`src/rtl/vedic_pkg.sv`:
```
// vedic_pkg: width helpers shared by the vedic multiplier family
package vedic_pkg;
  function automatic int clog2(input int v);
    int r;
    r = 0;
    while ((1 << r) < v) r++;
    return r;
  endfunction
  function automatic int HALF(input int w);
    return w / 2;
  endfunction
  function automatic int PROD_W(input int w);
    return 2 * w;
  endfunction
  function automatic bit is_pow2(input int w);
    return (1 << clog2(w)) == w;
  endfunction
endpackage

```
`src/rtl/vedic_core_comb.sv`:
```
// vedic_core_comb: combinational W x W unsigned Urdhva-Tiryagbhyam multiplier
module vedic_core_comb
  import vedic_pkg::*;
#(
  parameter int W = 8
) (
  input  logic [W-1:0]         a,
  input  logic [W-1:0]         b,
  output logic [PROD_W(W)-1:0] p
);
  if (W == 2) begin : g_leaf
    logic t1, t2, t3, c1;
    assign t1 = a[1] & b[0];
    assign t2 = a[0] & b[1];
    assign t3 = a[1] & b[1];
    assign c1 = t1 & t2;
    assign p  = {t3 & c1, t3 ^ c1, t1 ^ t2, a[0] & b[0]};
  end else begin : g_tree
    localparam int H  = HALF(W);
    localparam int PW = PROD_W(W);
    logic [W-1:0] ll, hl, lh, hh;
    vedic_core_comb #(.W(H)) u_ll (.a(a[H-1:0]), .b(b[H-1:0]), .p(ll));
    vedic_core_comb #(.W(H)) u_hl (.a(a[W-1:H]), .b(b[H-1:0]), .p(hl));
    vedic_core_comb #(.W(H)) u_lh (.a(a[H-1:0]), .b(b[W-1:H]), .p(lh));
    vedic_core_comb #(.W(H)) u_hh (.a(a[W-1:H]), .b(b[W-1:H]), .p(hh));
    assign p = PW'(ll) + (PW'(hl) << H) + (PW'(lh) << H) + (PW'(hh) << W);
  end
endmodule

```
`src/rtl/vedic_mult_pipe.sv`:
```
// vedic_mult_pipe: 3-stage signed/unsigned vedic multiplier with valid/ready,
// tag passthrough, flush and whole-pipe stall on backpressure.
module vedic_mult_pipe
  import vedic_pkg::*;
#(
  parameter int WIDTH = 16,
  parameter int TAG_W = 4
) (
  input  logic                     clk,
  input  logic                     rst_n,
  input  logic                     in_valid,
  output logic                     in_ready,
  input  logic [WIDTH-1:0]         in_a,
  input  logic [WIDTH-1:0]         in_b,
  input  logic                     in_signed,
  input  logic [TAG_W-1:0]         in_tag,
  input  logic                     flush,
  output logic                     out_valid,
  input  logic                     out_ready,
  output logic [PROD_W(WIDTH)-1:0] out_p,
  output logic [TAG_W-1:0]         out_tag
);
  localparam int H  = HALF(WIDTH);
  localparam int PW = PROD_W(WIDTH);
  if (!is_pow2(WIDTH) || WIDTH < 4 || TAG_W < 1) begin : g_bad_param
    $error("vedic_mult_pipe: WIDTH must be a power of two >= 4, TAG_W >= 1");
  end
  logic             adv, v1, v2, s1, s2;
  logic [WIDTH-1:0] ma, mb, ma1, mb1;
  logic [WIDTH-1:0] ll, hl, lh, hh, ll2, hl2, lh2, hh2;
  logic [TAG_W-1:0] t1, t2;
  logic [PW-1:0]    mag;
  assign adv      = ~out_valid | out_ready;
  assign in_ready = adv & ~flush;
  // the most negative operand negates to itself, which is the right unsigned magnitude
  assign ma = (in_signed & in_a[WIDTH-1]) ? -in_a : in_a;
  assign mb = (in_signed & in_b[WIDTH-1]) ? -in_b : in_b;
  vedic_core_comb #(.W(H)) u_ll (.a(ma1[H-1:0]),     .b(mb1[H-1:0]),     .p(ll));
  vedic_core_comb #(.W(H)) u_hl (.a(ma1[WIDTH-1:H]), .b(mb1[H-1:0]),     .p(hl));
  vedic_core_comb #(.W(H)) u_lh (.a(ma1[H-1:0]),     .b(mb1[WIDTH-1:H]), .p(lh));
  vedic_core_comb #(.W(H)) u_hh (.a(ma1[WIDTH-1:H]), .b(mb1[WIDTH-1:H]), .p(hh));
  assign mag = PW'(ll2) + (PW'(hl2) << H) + (PW'(lh2) << H) + (PW'(hh2) << WIDTH);
  always_ff @(posedge clk or negedge rst_n)
    if (!rst_n) begin
      v1        <= 1'b0;
      v2        <= 1'b0;
      out_valid <= 1'b0;
    end else if (flush) begin
      v1        <= 1'b0;
      v2        <= 1'b0;
      out_valid <= 1'b0;
    end else if (adv) begin
      v1        <= in_valid;
      v2        <= v1;
      out_valid <= v2;
    end
  always_ff @(posedge clk or negedge rst_n)
    if (!rst_n) begin
      s1      <= 1'b0;
      ma1     <= '0;
      mb1     <= '0;
      t1      <= '0;
      s2      <= 1'b0;
      t2      <= '0;
      ll2     <= '0;
      hl2     <= '0;
      lh2     <= '0;
      hh2     <= '0;
      out_p   <= '0;
      out_tag <= '0;
    end else if (adv) begin
      s1      <= in_signed & (in_a[WIDTH-1] ^ in_b[WIDTH-1]);
      ma1     <= ma;
      mb1     <= mb;
      t1      <= in_tag;
      s2      <= s1;
      t2      <= t1;
      ll2     <= ll;
      hl2     <= hl;
      lh2     <= lh;
      hh2     <= hh;
      out_p   <= s2 ? -mag : mag;
      out_tag <= t2;
    end
endmodule

```
`config.mk`:
```
export PLATFORM = sky130hd
export DESIGN_NAME = vedic_mult_pipe
export DESIGN_NICKNAME = d
export VERILOG_FILES = /design/src/rtl/vedic_pkg.sv /design/src/rtl/vedic_core_comb.sv /design/src/rtl/vedic_mult_pipe.sv
export SDC_FILE = /design/constraint.sdc
export NUM_CORES = 1
export LEC_CHECK = 0
export ABC_AREA = 1
export BUFFER_PORTS_ARGS = -buffer_cell sky130_fd_sc_hd__buf_2
export CORE_MARGIN = 10
export CORE_UTILIZATION = 60
export CTS_CLUSTER_DIAMETER = 150
export DETAILED_ROUTE_END_ITERATION = 6
export GPL_ROUTABILITY_DRIVEN = 0
export GPL_TIMING_DRIVEN = 0
export PLACE_DENSITY = 0.78
export SYNTH_ARGS = -nofsm -noshare
export SYNTH_HDL_FRONTEND = slang
export SYNTH_HIERARCHICAL = 1
export SYNTH_SLANG_ARGS = --single-unit
```
`constraint.sdc`:
```
create_clock -name clk -period 5.6 [get_ports clk]
set_clock_uncertainty 0.05 [all_clocks]
set_input_delay 0.56 -clock clk [delete_from_list [all_inputs] [get_ports clk]]
set_output_delay 0.56 -clock clk [all_outputs]
set_load 0.05 [all_outputs]
```
# After elaboration in Yosys (flattened, before gate mapping)

Index checks and enable logic that the tools add are counted.

Bitwise operators: 520
Muxes and demuxes: 9
Reductions and logical operators: 1
Add/subtract/negate cells: 66

Operators by type and width:

| cell                    | count |
|---|---|
| bitwise AND 1 bit       | 388 |
| bitwise XOR 1 bit       | 129 |
| adder 7 x 6 -> 8 bit    | 16 |
| adder 8 bit             | 16 |
| adder 4 x 6 -> 7 bit    | 16 |
| adder 16 x 12 -> 16 bit | 4 |
| adder 16 bit            | 4 |
| adder 8 x 12 -> 13 bit  | 4 |
| adder 26 x 32 -> 32 bit | 1 |
| two-way mux 16 bit      | 2 |
| two-way mux 32 bit      | 1 |
| negation 16 bit         | 2 |
| negation 32 bit         | 1 |
| adder 25 x 24 -> 26 bit | 1 |
| adder 16 x 24 -> 25 bit | 1 |
| two-way mux 1 bit       | 6 |
| inverter 1 bit          | 2 |
| nonzero test 2 bit      | 1 |
| bitwise OR 1 bit        | 1 |

Output and inout bits: 38
Input bits: 42
Word-level logic and storage cells: 611
Register bits after elaboration: 145

# Logic depth before layout (Yosys ltp)

Gate-level depths: netlist (run 1).

Depth in word-level cells: 9
Mapped depth: 28
Depth with buffers taken out: 28

# Modules after synthesis

The synthesis (run 1) kept the hierarchy.

Modules (own cells, without submodules):

| module                                              | area an instance (um^2) | seq. area each (um^2) | times used | cells an instance |
|---|---|---|---|---|
| vedic_mult_pipe                                     | 8506.9                  | 3628.5                | 1          | 1157 |
| vedic_core_comb at u_hh.g_tree.u_hh.g_tree.u_hh ... | 55.1                    | 0.0                   | 64         | 10 |
| vedic_core_comb at u_hh.g_tree.u_hh ...             | 292.8                   | 0.0                   | 8          | 43 |
| vedic_core_comb at u_hh.g_tree.u_lh ...             | 269.0                   | 0.0                   | 8          | 37 |
| vedic_core_comb at u_hl ...                         | 696.9                   | 0.0                   | 2          | 110 |
| vedic_core_comb at u_hh ...                         | 685.7                   | 0.0                   | 2          | 110 |

# Worst setup path after synthesis (run 1)

Ideal clock, no wire load.

Kind: reg-to-reg
Start point: register mb1[8]
End point: register hh2[13]
Slack: 1393 ps
Path buffers: 0
Data arrival time: 4026 ps
Library setup time: 131 ps
Cell stages (with the launch flop): 21
Cells stage by stage: dfrtp_1 nand2_1 inv_1 ha_1 ha_1 fa_1 inv_1 fa_1 xnor2_1 fa_1 ha_1 inv_1 fa_1 inv_1 nand3_1 nand3_1 nand2_1 nand3_1 nand2_1 nand2_1 o21ai_0

Cells in the longest elaborated chain, start to end: 9
Elaborated cells on any way between the ends: 33

Ends and longest elaborated chain:

| element                           | line                  | text |
|---|---|---|
| from (decl)                       | vedic_mult_pipe.sv:29 | `logic [WIDTH-1:0] ma, mb, ma1, mb1;` |
| from (signal assigned)            | vedic_mult_pipe.sv:74 | `mb1 <= mb;` |
| bitwise AND 1 bit                 | vedic_core_comb.sv:13 | `assign t1 = a[1] & b[0];` |
| bitwise AND 1 bit                 | vedic_core_comb.sv:16 | `assign c1 = t1 & t2;` |
| bitwise XOR 1 bit                 | vedic_core_comb.sv:17 | `assign p = {t3 & c1, t3 ^ c1, t1 ^ t2, a[0] & b[0]};` |
| net u_hh.g_tree.u_ll.g_tree.hl[2] | vedic_core_comb.sv:21 | `logic [W-1:0] ll, hl, lh, hh;` |
| adder 4 x 6 -> 7 bit              | vedic_core_comb.sv:26 | `assign p = PW'(ll) + (PW'(hl) << H) + (PW'(lh) << H) + (PW'(hh) << W);` |
| adder 7 x 6 -> 8 bit              | vedic_core_comb.sv:26 |  |
| adder 8 bit                       | vedic_core_comb.sv:26 |  |
| net u_hh.g_tree.ll[5]             | vedic_core_comb.sv:21 |  |
| adder 8 x 12 -> 13 bit            | vedic_core_comb.sv:26 |  |
| adder 16 x 12 -> 16 bit           | vedic_core_comb.sv:26 |  |
| adder 16 bit                      | vedic_core_comb.sv:26 |  |
| net hh[13]                        | vedic_mult_pipe.sv:30 | `logic [WIDTH-1:0] ll, hl, lh, hh, ll2, hl2, lh2, hh2;` |
| to (signal assigned)              | vedic_mult_pipe.sv:81 | `hh2 <= hh;` |
| to (decl)                         | vedic_mult_pipe.sv:30 |  |

The timed path passes the listed nets, and every way through them passes these cells.
A chain may end at the register's enable or synchronous reset.

# Worst setup path after layout (run 1)

Start point: register mb1[0]
End point: register ll2[13]

Cells in the longest elaborated chain, start to end: 9
Elaborated cells on any way between the ends: 33

Ends and longest elaborated chain:

| element                           | line                  | text |
|---|---|---|
| bitwise AND 1 bit                 | vedic_core_comb.sv:13 |  |
| bitwise AND 1 bit                 | vedic_core_comb.sv:16 |  |
| bitwise XOR 1 bit                 | vedic_core_comb.sv:17 |  |
| net u_ll.g_tree.u_ll.g_tree.ll[2] | vedic_core_comb.sv:21 |  |
| adder 4 x 6 -> 7 bit              | vedic_core_comb.sv:26 |  |
| adder 7 x 6 -> 8 bit              | vedic_core_comb.sv:26 |  |
| adder 8 bit                       | vedic_core_comb.sv:26 |  |
| net u_ll.g_tree.ll[5]             | vedic_core_comb.sv:21 |  |
| adder 8 x 12 -> 13 bit            | vedic_core_comb.sv:26 |  |
| adder 16 x 12 -> 16 bit           | vedic_core_comb.sv:26 |  |
| adder 16 bit                      | vedic_core_comb.sv:26 |  |
| net ll[13]                        | vedic_mult_pipe.sv:30 |  |
| to (signal assigned)              | vedic_mult_pipe.sv:78 | `ll2 <= ll;` |
| to (decl)                         | vedic_mult_pipe.sv:30 |  |

The timed path passes the listed nets, and every way through them passes these cells.

==> metrics.md, run 1 <==
| Metric | Value |
|---|---|
| Via count | `17800` |
| CP Capture Type | `register` |
| Sequential share of the synthesized area | `0.188` |
| Placed Instance Area | `20200 um^2` |
| Cells taking the most area after synthesis | `nand2_1 (20%), dfrtp_1 (19%), ha_1 (16%), fa_1 (14%), inv_1 (13%)` |
| Area added between synthesis and finish | `8.02%` |
| Psw | `~7400 uW` |
| Post-synthesis register bit count | `145` |
| Number of synthesized flops with an enable pin | `0` |
| Synth top cells by count | `nand2_1 (1018), inv_1 (672), ha_1 (243)` |
| Diode count | `0` |
| Clk_lat worst skew | `430 ps` |
| Clock Tree Buf Depth | `2` |
| Setup Buffers After CTS | `0` |
| RSZ-0062 raised after global routing | `false` |
| Post-synth net total | `roughly 3300` |
| Die height | `199 um` |
| Slew HR | `0.352` |
| Fmax | `203 MHz` |
| CTS H-Tree Depth | `4` |
| HPWL Detailed | `just under 40000 um` |
| FFs w/ async S/R, synth | `1.00` |
| R2R cell count | `23` |
| IO buf count | `79` |
| Crit Path Class | `reg -> reg` |
| CTS tree | `done` |
| Synth Area per Inst | `about 6.7 um^2` |
| Core area | `31600 um^2` |
| YS warnings | `6` |
| Worst EP required | `5870 ps` |
| Met2 wire length | `23000 um` |
| Num rows | `65` |
| CTS Buf Count | `17` |
| Power per cell area | `between 600 and 700 nW/um^2` |
| Slew Viols, Final | `0` |
| Hold Crit Class | `in -> async` |
| Most frequent cell after synthesis | `nand2_1` |
| Initial core utilization | `0.610` |
| WL/cell | `14.6 um` |
| Largest net degree at the start of global routing | `96` |
| Fillers | `~2800` |
| Drt first pass iters | `6` |
| Via density | `5.26` |
| Post-synth top area share | `0.198` |
| Crit path DAT | `between 5000 and 6000 ps` |
| Internal Power | `5680 uW` |
| Die area | `39700 um^2` |
| Routed Antenna Nets | `0` |
| CTS resizes | `0` |
| Final Cycle Share | `0.880` |
| Crit-path max FO | `17` |
| Width of the die | `199 um` |
| Layout net count | `3394` |
| Highest routed layer | `met4` |
| Period minus WS final | `~5000 ps` |
| Clock sink count | `145` |
| Final setup fails | `0` |
| Root buf cell | `clkbuf_16` |
| Leak Pwr | `0.0134 uW` |
| Clock power share | `0.092` |
| Setup tns final | `0 ps` |
| Dominant synthesized flop cell | `dfrtp_1` |
| Worst setup SP type | `register` |
| CTS Hold Bufs | `0` |
| M1 WL | `22100 um` |
| Initial antenna violation count | `0` |
| Routed WL | `49600 um` |
| Mapped Cells | `approximately 2900` |
| Status | `complete, no violations` |
| Mapped cell area | `19300 um^2` |
| Combinational share of power | `0.762` |
| Synth cell types | `38` |
| Design Area, Final | `20800 um^2` |
| Overflow after GRT | `0` |
| Tot GR Track Use | `0.254` |
| Sw frac | `0.567` |
| Sequential group share of total power | `0.146` |
| VDD IR max | `0.000392 V` |
| Total chip power | `13100 uW` |
| Slew @ Worst Pin | `roughly 970 ps` |
| Starting DRT DRC Count | `1389` |
| Max-cap violations | `0` |
| Vias in the first global route | `17600` |
| Routed wl met3 | `3540 um` |
| Clock-pin slew of the registers on the worst-case setup and hold paths | `70 ps` |
| Count of final hold-check violations | `0` |
| First-pass GRT wire length | `around 83000 um` |
| Drt drc | `0` |
| Ports | `80` |
| Synth area leader | `nand2_1` |
| Fraction of layout instances using a drive strength above 1 | `0.0569` |
==> critical path, stage by stage, from the launching register on <==
cell and delay, ps:
dfrtp_1 690, nand2_1 190, inv_1 70, ha_1 220, ha_1 290, inv_1 50, fa_1 420, inv_1 80
ha_1 180, inv_1 60, fa_1 400, xnor2_1 170, fa_1 550, ha_1 200, inv_1 70, fa_1 390
inv_1 100, nand3_1 80, nand3_1 140, nand2_1 90, nand3_1 90, nand2_1 70, nand2_1 100, nand2_1 70
==> area by class of cell <==
type                            instances  area [um^2]  share of cell area
Buffer                                 36          139             0.00667
Timing Repair Buffer                   80          429              0.0206
Clock inverter                         15          190             0.00913
Sequential cell                       145         3630               0.174
Tap cell                              402          503              0.0241
Clock buffer                           17          425              0.0204
Inverter                              680         2550               0.122
Multi-Input combinational cell       2016        13000               0.622
==> cell families (layout without fill, tap and decap cells) <==
group           after synthesis  in the layout  share of synthesized area
compound gates              142            142                     0.0394
fa+ha+maj                   376            376                      0.296
xor+xnor                     74             74                     0.0336
flops                       145            145                      0.188
buf+inv                     716            828                      0.140
simple gates               1424           1424                      0.304
==> layer usage <==
layer / GRT usage / vias up
met1: 0.326 / 8349
met5: 0 / -
met3: 0.0471 / 80
met4: 0.0698 / 0
met2: 0.429 / 559
li1: - / 8859
==> final timing paths <==
kind,from,end,slack (ps)
max in group asynchronous,rst_n,ma1[0],4660
min reg2reg,out_p[30],out_p[30],430
max,mb1[0],ll2[13],670
max reg2reg,mb1[0],ll2[13],670
min,rst_n,v1,3
min in group clk,flush,out_valid,250
==> metrics by stage <==
step | worst slack (ps) | util | instances | hold WS (ps)
after floorplan | 1390 | - | 2877 | 214
after global placement | 860 | 0.638 | 3358 | 403
after detailed placement | 726 | 0.639 | 3359 | 409
after CTS | 730 | 0.659 | 3391 | 15.9
after global routing | 315 | 0.659 | 3391 | 32.1
final | 673 | 0.659 | 3391 | 2.83
==> power groups by stage <==
stage	Clock (uW)	Combinational (uW)	Sequential (uW)
after global placement	0	9510	1920
after floorplan	0	7330	2180
after global routing	1260	11400	1970
final	1210	10000	1920
after CTS	1210	9900	1910
after detailed placement	0	9790	1930
==> registers in the layout, summed over array words and instances, names as in the netlist <==
name / count
out_p: 32
hh2: 16
hl2: 16
lh2: 16
ll2: 16
ma1: 16
mb1: 16
out_tag: 4
t1: 4
t2: 4
out_valid: 1
s1: 1
s2: 1
v1: 1
v2: 1
==> layout by cell type (no fill, tap or decap), drive strengths merged, types with 4 or more instances in the layout <==
cell type	synthesis	final
or2	11	11
nand3b	4	4
ha	243	243
clkbuf	29	46
nor3	13	13
inv	679	689
nand2	1040	1040
o31ai	6	6
nand3	182	182
a21boi	4	4
o21bai	4	4
a31oi	4	4
xor2	42	42
a21oi	44	44
dfrtp	145	145
clkinv	1	4
buf	7	87
nand4	29	29
fa	133	133
o21ai	79	79
nor2	140	140
xnor2	32	32
No activity file was read; power rests on OpenSTA's default activity.
==> run 2: changes to the inputs <==
Settings changed: CTS_BUF_LIST set to sky130_fd_sc_hd__clkbuf_8.
==> run 2 against run 1 <==
Against the previous run: the run now ends with DRC left; core utilization decreased by 0.57 points; global-route usage decreased by 0.25 points; die area unchanged; via count decreased by 0.34%; combinational power about the same; critical endpoint unchanged; highest routed layer unchanged.
==> metrics.md, run 2 (synthesis results as in run 1) <==
| Metric | Value |
|---|---|
| Grt met3 use | `0.0464` |
| WL/cell | `approximately 14 um` |
| Area added between synthesis and finish | `7.08%` |
| Crit Path Class | `reg -> reg` |
| Failing checks | `DRC` |
| Reg-to-Reg End | `ll2[13]` |
| Largest register FFs | `32` |
| Ports | `80` |
| Hold Crit Class | `in -> reg` |
| CTS tree | `done` |
| Commonest non-fill, non-tap cell in the layout | `nand2_1` |
| Initial antenna violation count | `0` |
| Fraction of layout instances using a drive strength above 1 | `0.0569` |
| Width of the die | `199 um` |
| Worst hold path depth | `2` |
| Slew Viols, Final | `0` |
| Met2 GRT Util | `0.420` |
| FF/Latch Area | `3630 um^2` |
| Largest reg by FF count | `out_p` |
| Die height | `199 um` |
| Fmax | `around 200 MHz` |
| Leak Pwr | `0.0133 uW` |
| Worst EP required | `5920 ps` |
| Cell family with the largest share of critical-path delay | `adder cells` |
| Max-cap violations | `0` |
| Clock Tree Buf Depth | `2` |
| Area used by multi-input combinational logic | `13000 um^2` |
| Clk_lat worst skew | `480 ps` |
| Met1 usage | `0.327` |
| Critical-path top delay cell | `dfrtp_1` |
| Status | `finished with violations` |
| First-pass GRT wire length | `82100 um` |
| Core area | `31600 um^2` |
| VDD IR max | `approximately 0.00036 V` |
| RSZ-0062 raised after global routing | `false` |
| Slowest cell delay on critical path | `700 ps` |
| WHS Endpoint | `out_valid` |
| Num rows | `65` |
| CP Capture Type | `register` |
| Most frequent cells in the layout | `nand2_1 (1018), inv_1 (672), ha_1 (243), nand3_1 (176), dfrtp_1 (145)` |
| Psw | `7370 uW` |
| Period minus WS final | `4910 ps` |
| Clock sink count | `approximately 150` |
| Tot GR Track Use | `0.252` |
| Crit path buffers/inverters | `6` |
| Overflow after GRT | `0` |
| Clock power share | `0.071` |
| Layout net count | `about 3400` |
| Initial core utilization | `0.610` |
| Final Cycle Share | `0.877` |
| GRT busiest layer | `met2` |
| Routed WL | `49000 um` |
| Crit path DAT | `approximately 5200 ps` |
| Most used cell, CP | `inv_1` |
| R2r setup slk | `roughly 690 ps` |
| HPWL Detailed | `39700 um` |
| Worst setup SP type | `register` |
| Internal Power | `5410 uW` |
| Sequential group share of total power | `0.150` |
| Slew HR | `0.366` |
| Clock-pin slew of the registers on the worst-case setup and hold paths | `100 ps` |
| Worst Hold Launch | `flush` |
| Diode count | `0` |
| Via density | `5.24` |
| Root buf cell | `clkbuf_8` |
| CTS Buf Count | `17` |
| Routed Antenna Nets | `0` |
| CP Cell Sequence | `nand2_1 > inv_1 > ha_1 > ha_1 > inv_1 > fa_1 > inv_1 > ha_1 > inv_1 > fa_1 > xnor2_1 > fa_1 > ha_1 > inv_1 > fa_1 > inv_1 > nand3_1 > nand3_1 > nand2_1 > nand3_1 > nand2_1 > nand2_1 > nand2_1` |
| Power per cell area | `619 nW/um^2` |
| Setup tns final | `0 ps` |
| Sw frac | `0.577` |
| Final setup fails | `0` |
| Count of final hold-check violations | `0` |
| Fillers | `2846` |
| R2R cell count | `23` |
| CTS H-Tree Depth | `4` |
| Drt drc | `13` |
| Finished Layout Cells | `3392` |
| Crit-path max FO | `17` |
| Largest net degree at the start of global routing | `96` |
| Starting DRT DRC Count | `1393` |
| Vias in the first global route | `17400` |
| Combinational share of power | `0.779` |
| Die area | `between 30000 and 40000 um^2` |
| Drt first pass iters | `7` |
| Dpl cells | `3359` |
| IO buf count | `79` |
| Via count | `17800` |
| Slew @ Worst Pin | `951 ps` |
| FF-to-FF Start | `mb1[0]` |
==> run 2: worst max-delay path by stage <==
stage	cells after the start	start	end	slack (ps)
global route	23	ma1[14]	hl2[14]	300
CTS	23	ma1[14]	hl2[14]	700
floorplan	20	mb1[8]	hh2[13]	1390
finish	23	mb1[0]	ll2[13]	690
global placement	23	ma1[14]	hl2[14]	860
detailed placement	23	mb1[0]	ll2[13]	730
==> run 2: through the flow <==
step | worst slack, ps | power [uW] | hold WS [ps] | area, um^2 | utilization
2_1_floorplan | 1390 | 9510 | 214 | 19300 | -
6_report | 688 | 12800 | 189 | 20700 | 0.653
3_5_place_dp | 726 | 11700 | 409 | 20200 | 0.639
3_3_place_gp | 860 | 11400 | 403 | 20200 | 0.638
5_1_grt | 300 | 14300 | 190 | 20700 | 0.653
4_1_cts | 705 | 12700 | 179 | 20700 | 0.653
==> run 2: power by group through the flow <==
| stage | clock [uW] | combinational [uW] | sequential [uW] |
|---|---|---|---|
| floorplan | 0 | 7330 | 2180 |
| global placement | 0 | 9510 | 1920 |
| detailed placement | 0 | 9790 | 1930 |
| CTS | 912 | 9870 | 1910 |
| global route | 961 | 11400 | 1970 |
| finish | 912 | 9950 | 1920 |
==> run 2: timing repair <==
| item | CTS | global route |
|---|---|---|
| endpoints found under the hold margin | 50 | 0 |
| resized for setup | 0 | 0 |
| hold buffers | 1 | 0 |
| buffers inserted | 0 | 0 |
==> run 2: metal layers <==
layer  routed length [um]  up-vias
met5                    0        -
met4                 1170        0
met3                 3350       82
met2                22400      534
met1                22100     8323
li1                     -     8848
==> run 2: area by class of cell <==
cell class / instances / area share
Buffer: 36 / 0.00672
Clock buffer: 17 / 0.0113
Clock inverter: 15 / 0.00921
Inverter: 680 / 0.124
Multi-Input combinational cell: 2016 / 0.628
Sequential cell: 145 / 0.176
Tap cell: 402 / 0.0244
Timing Repair Buffer: 81 / 0.0213
==> run 3: changes to the inputs <==
Settings changed: CORE_ASPECT_RATIO set to 0.75.
==> run 3 against run 2 <==
Against the previous run: sequential power barely moved; die area grew 0.18%; maximum frequency is 1.8% lower; worst setup slack worse by 93 ps; sequential cell count unchanged; register-to-register slack worse by 90 ps; hold slack gained 24 ps; the flow now finishes without violations; sequential share of layout area hardly changed; non-clock buffer count did not move.
==> metrics.md, run 3 (synthesis results as in run 1) <==
| Metric | Value |
|---|---|
| Status | `complete, no violations` |
| CTS tree | `done` |
| Area added between synthesis and finish | `7.08%` |
| Final setup fails | `0` |
| Routed Antenna Nets | `0` |
| Vias in the first global route | `18100` |
| Most frequent cells in the layout | `nand2_1 (1018), inv_1 (672), ha_1 (243), nand3_1 (176), dfrtp_1 (145)` |
| CTS H-Tree Depth | `4` |
| Die height | `175 um` |
| CTS Buf Count | `17` |
| Num rows | `56` |
| IO buf count | `79` |
| Layout net count | `3395` |
| Drt drc | `0` |
| R2R cell count | `23` |
| Routed WL | `52000 um` |
| Slew @ Worst Pin | `1000 ps` |
| WL/cell | `roughly 15 um` |
| Clock-pin slew of the registers on the worst-case setup and hold paths | `roughly 110 ps` |
| Period minus WS final | `5000 ps` |
| Crit path to | `hh2[13]` |
| Clock sink count | `145` |
| Crit Path Class | `reg -> reg` |
| Worst EP required | `5880 ps` |
| Fraction of layout instances using a drive strength above 1 | `0.0569` |
| Width of the die | `227 um` |
| VDD IR max | `0.000404 V` |
| Hold Crit Class | `in -> reg` |
| RSZ-0062 raised after global routing | `false` |
| Initial antenna violation count | `1` |
| Worst setup SP type | `register` |
| Clk_lat worst skew | `490 ps` |
| Ports | `80` |
| FF-to-FF Start | `ma1[8]` |
| Die area | `39800 um^2` |
| Total chip power | `roughly 13000 uW` |
| Largest register FFs | `32` |
| Slew Viols, Final | `0` |
| Setup crit start | `ma1[8]` |
| Core area | `31500 um^2` |
| Worst hold path depth | `3` |
| Root buf cell | `clkbuf_8` |
| Max-cap violations | `0` |
| Overflow after GRT | `0` |
| Count of final hold-check violations | `0` |
| Tot GR Track Use | `0.267` |
| Commonest non-fill, non-tap cell in the layout | `nand2_1` |
| Final Cycle Share | `0.894` |
| Largest reg by FF count | `out_p` |
| Setup Buffers After CTS | `0` |
| First-pass GRT wire length | `86600 um` |
| Clock Tree Buf Depth | `2` |
| Via density | `5.34` |
| Crit path DAT | `between 5000 and 6000 ps` |
| Setup tns final | `0 ps` |
| Leak Pwr | `between 0.01 and 0.015 uW` |
| Initial core utilization | `0.613` |
| Fmax | `between 150 and 200 MHz` |
| Largest net degree at the start of global routing | `92` |
| R2r setup slk | `600 ps` |
| CP Capture Type | `register` |
| Crit-path max FO | `17` |
| Slew HR | `0.329` |
| Drt first pass iters | `6` |
| HPWL Detailed | `41400 um` |
| Reg-to-Reg End | `hh2[13]` |
| Power per cell area | `625 nW/um^2` |
| Via count | `18100` |
| Starting DRT DRC Count | `1517` |
## run 3: cell types whose count changed in the layout (fill, tap and decap cells not counted), sizes merged
cell      before  now
diode          0    1
inv          689  687
clkinvlp       0    1
clkbuf        46   47
## run 3: metal layers
layer / up-vias / share of wire / global-route usage
met5: - / 0 / 0
met4: 0 / 0.039 / 0.102
met3: 108 / 0.063 / 0.0378
met2: 635 / 0.46 / 0.449
met1: 8562 / 0.44 / 0.340
li1: 8838 / - / -
## run 3: worst min path at each step
stage / startpoint / end / slack, ps
6_report: in_tag[3] / t1[3] / 210
5_1_grt: flush / out_valid / 190
4_1_cts: in_tag[3] / t1[3] / 200
3_5_place_dp: out_p[28] / out_p[28] / 410
3_3_place_gp: t1[0] / t2[0] / 410
2_1_floorplan: rst_n / hh2[0] / 210
## run 3: stage by stage
stage / worst slack (ps) / hold WS [ps] / area (um^2) / cells / util
after global routing: 295 / 188 / 20700 / 3397 / 0.657
after detailed placement: 713 / 411 / 20200 / 3363 / 0.643
after CTS: 662 / 198 / 20700 / 3396 / 0.656
after global placement: 819 / 407 / 20200 / 3362 / 0.642
final: 595 / 213 / 20700 / 3397 / 0.657
after floorplan: 1390 / 214 / 19300 / 2877 / -
## run 3: what timing repair did
| item | in CTS | in global routing |
|---|---|---|
| resized for setup | 0 | 0 |
| hold buffers | 1 | 0 |
| hold endpoints to repair | 39 | 0 |
## run 3: critical path, cell delays in order, from the launching register on
cell	delay [ps]
dfrtp_1	710
nand2_1	200
inv_1	60
ha_1	200
ha_1	290
inv_1	60
fa_1	410
inv_1	60
ha_1	190
inv_1	70
fa_1	400
xnor2_1	180
fa_1	560
ha_1	220
inv_1	80
fa_1	410
inv_1	110
nand3_1	70
nand3_1	140
nand2_1	90
nand3_1	90
nand2_1	50
nand2_1	60
o21ai_0	90
## run 3: power breakdown
group / switching (uW) / total, uW / internal, uW
Combinational: 6560 / 10100 / 3510
Clock: 489 / 913 / 424
Sequential: 438 / 1920 / 1480
## run 3: final cells by class
cell class,instances,area (um^2)
Fill cell,2722,10800
Tap cell,406,508
Clock buffer,18,248
Inverter,680,2550
Sequential cell,145,3630
Buffer,36,139
Multi-Input combinational cell,2016,13000
Clock inverter,14,168
Timing Repair Buffer,81,439
Antenna cell,1,2.50
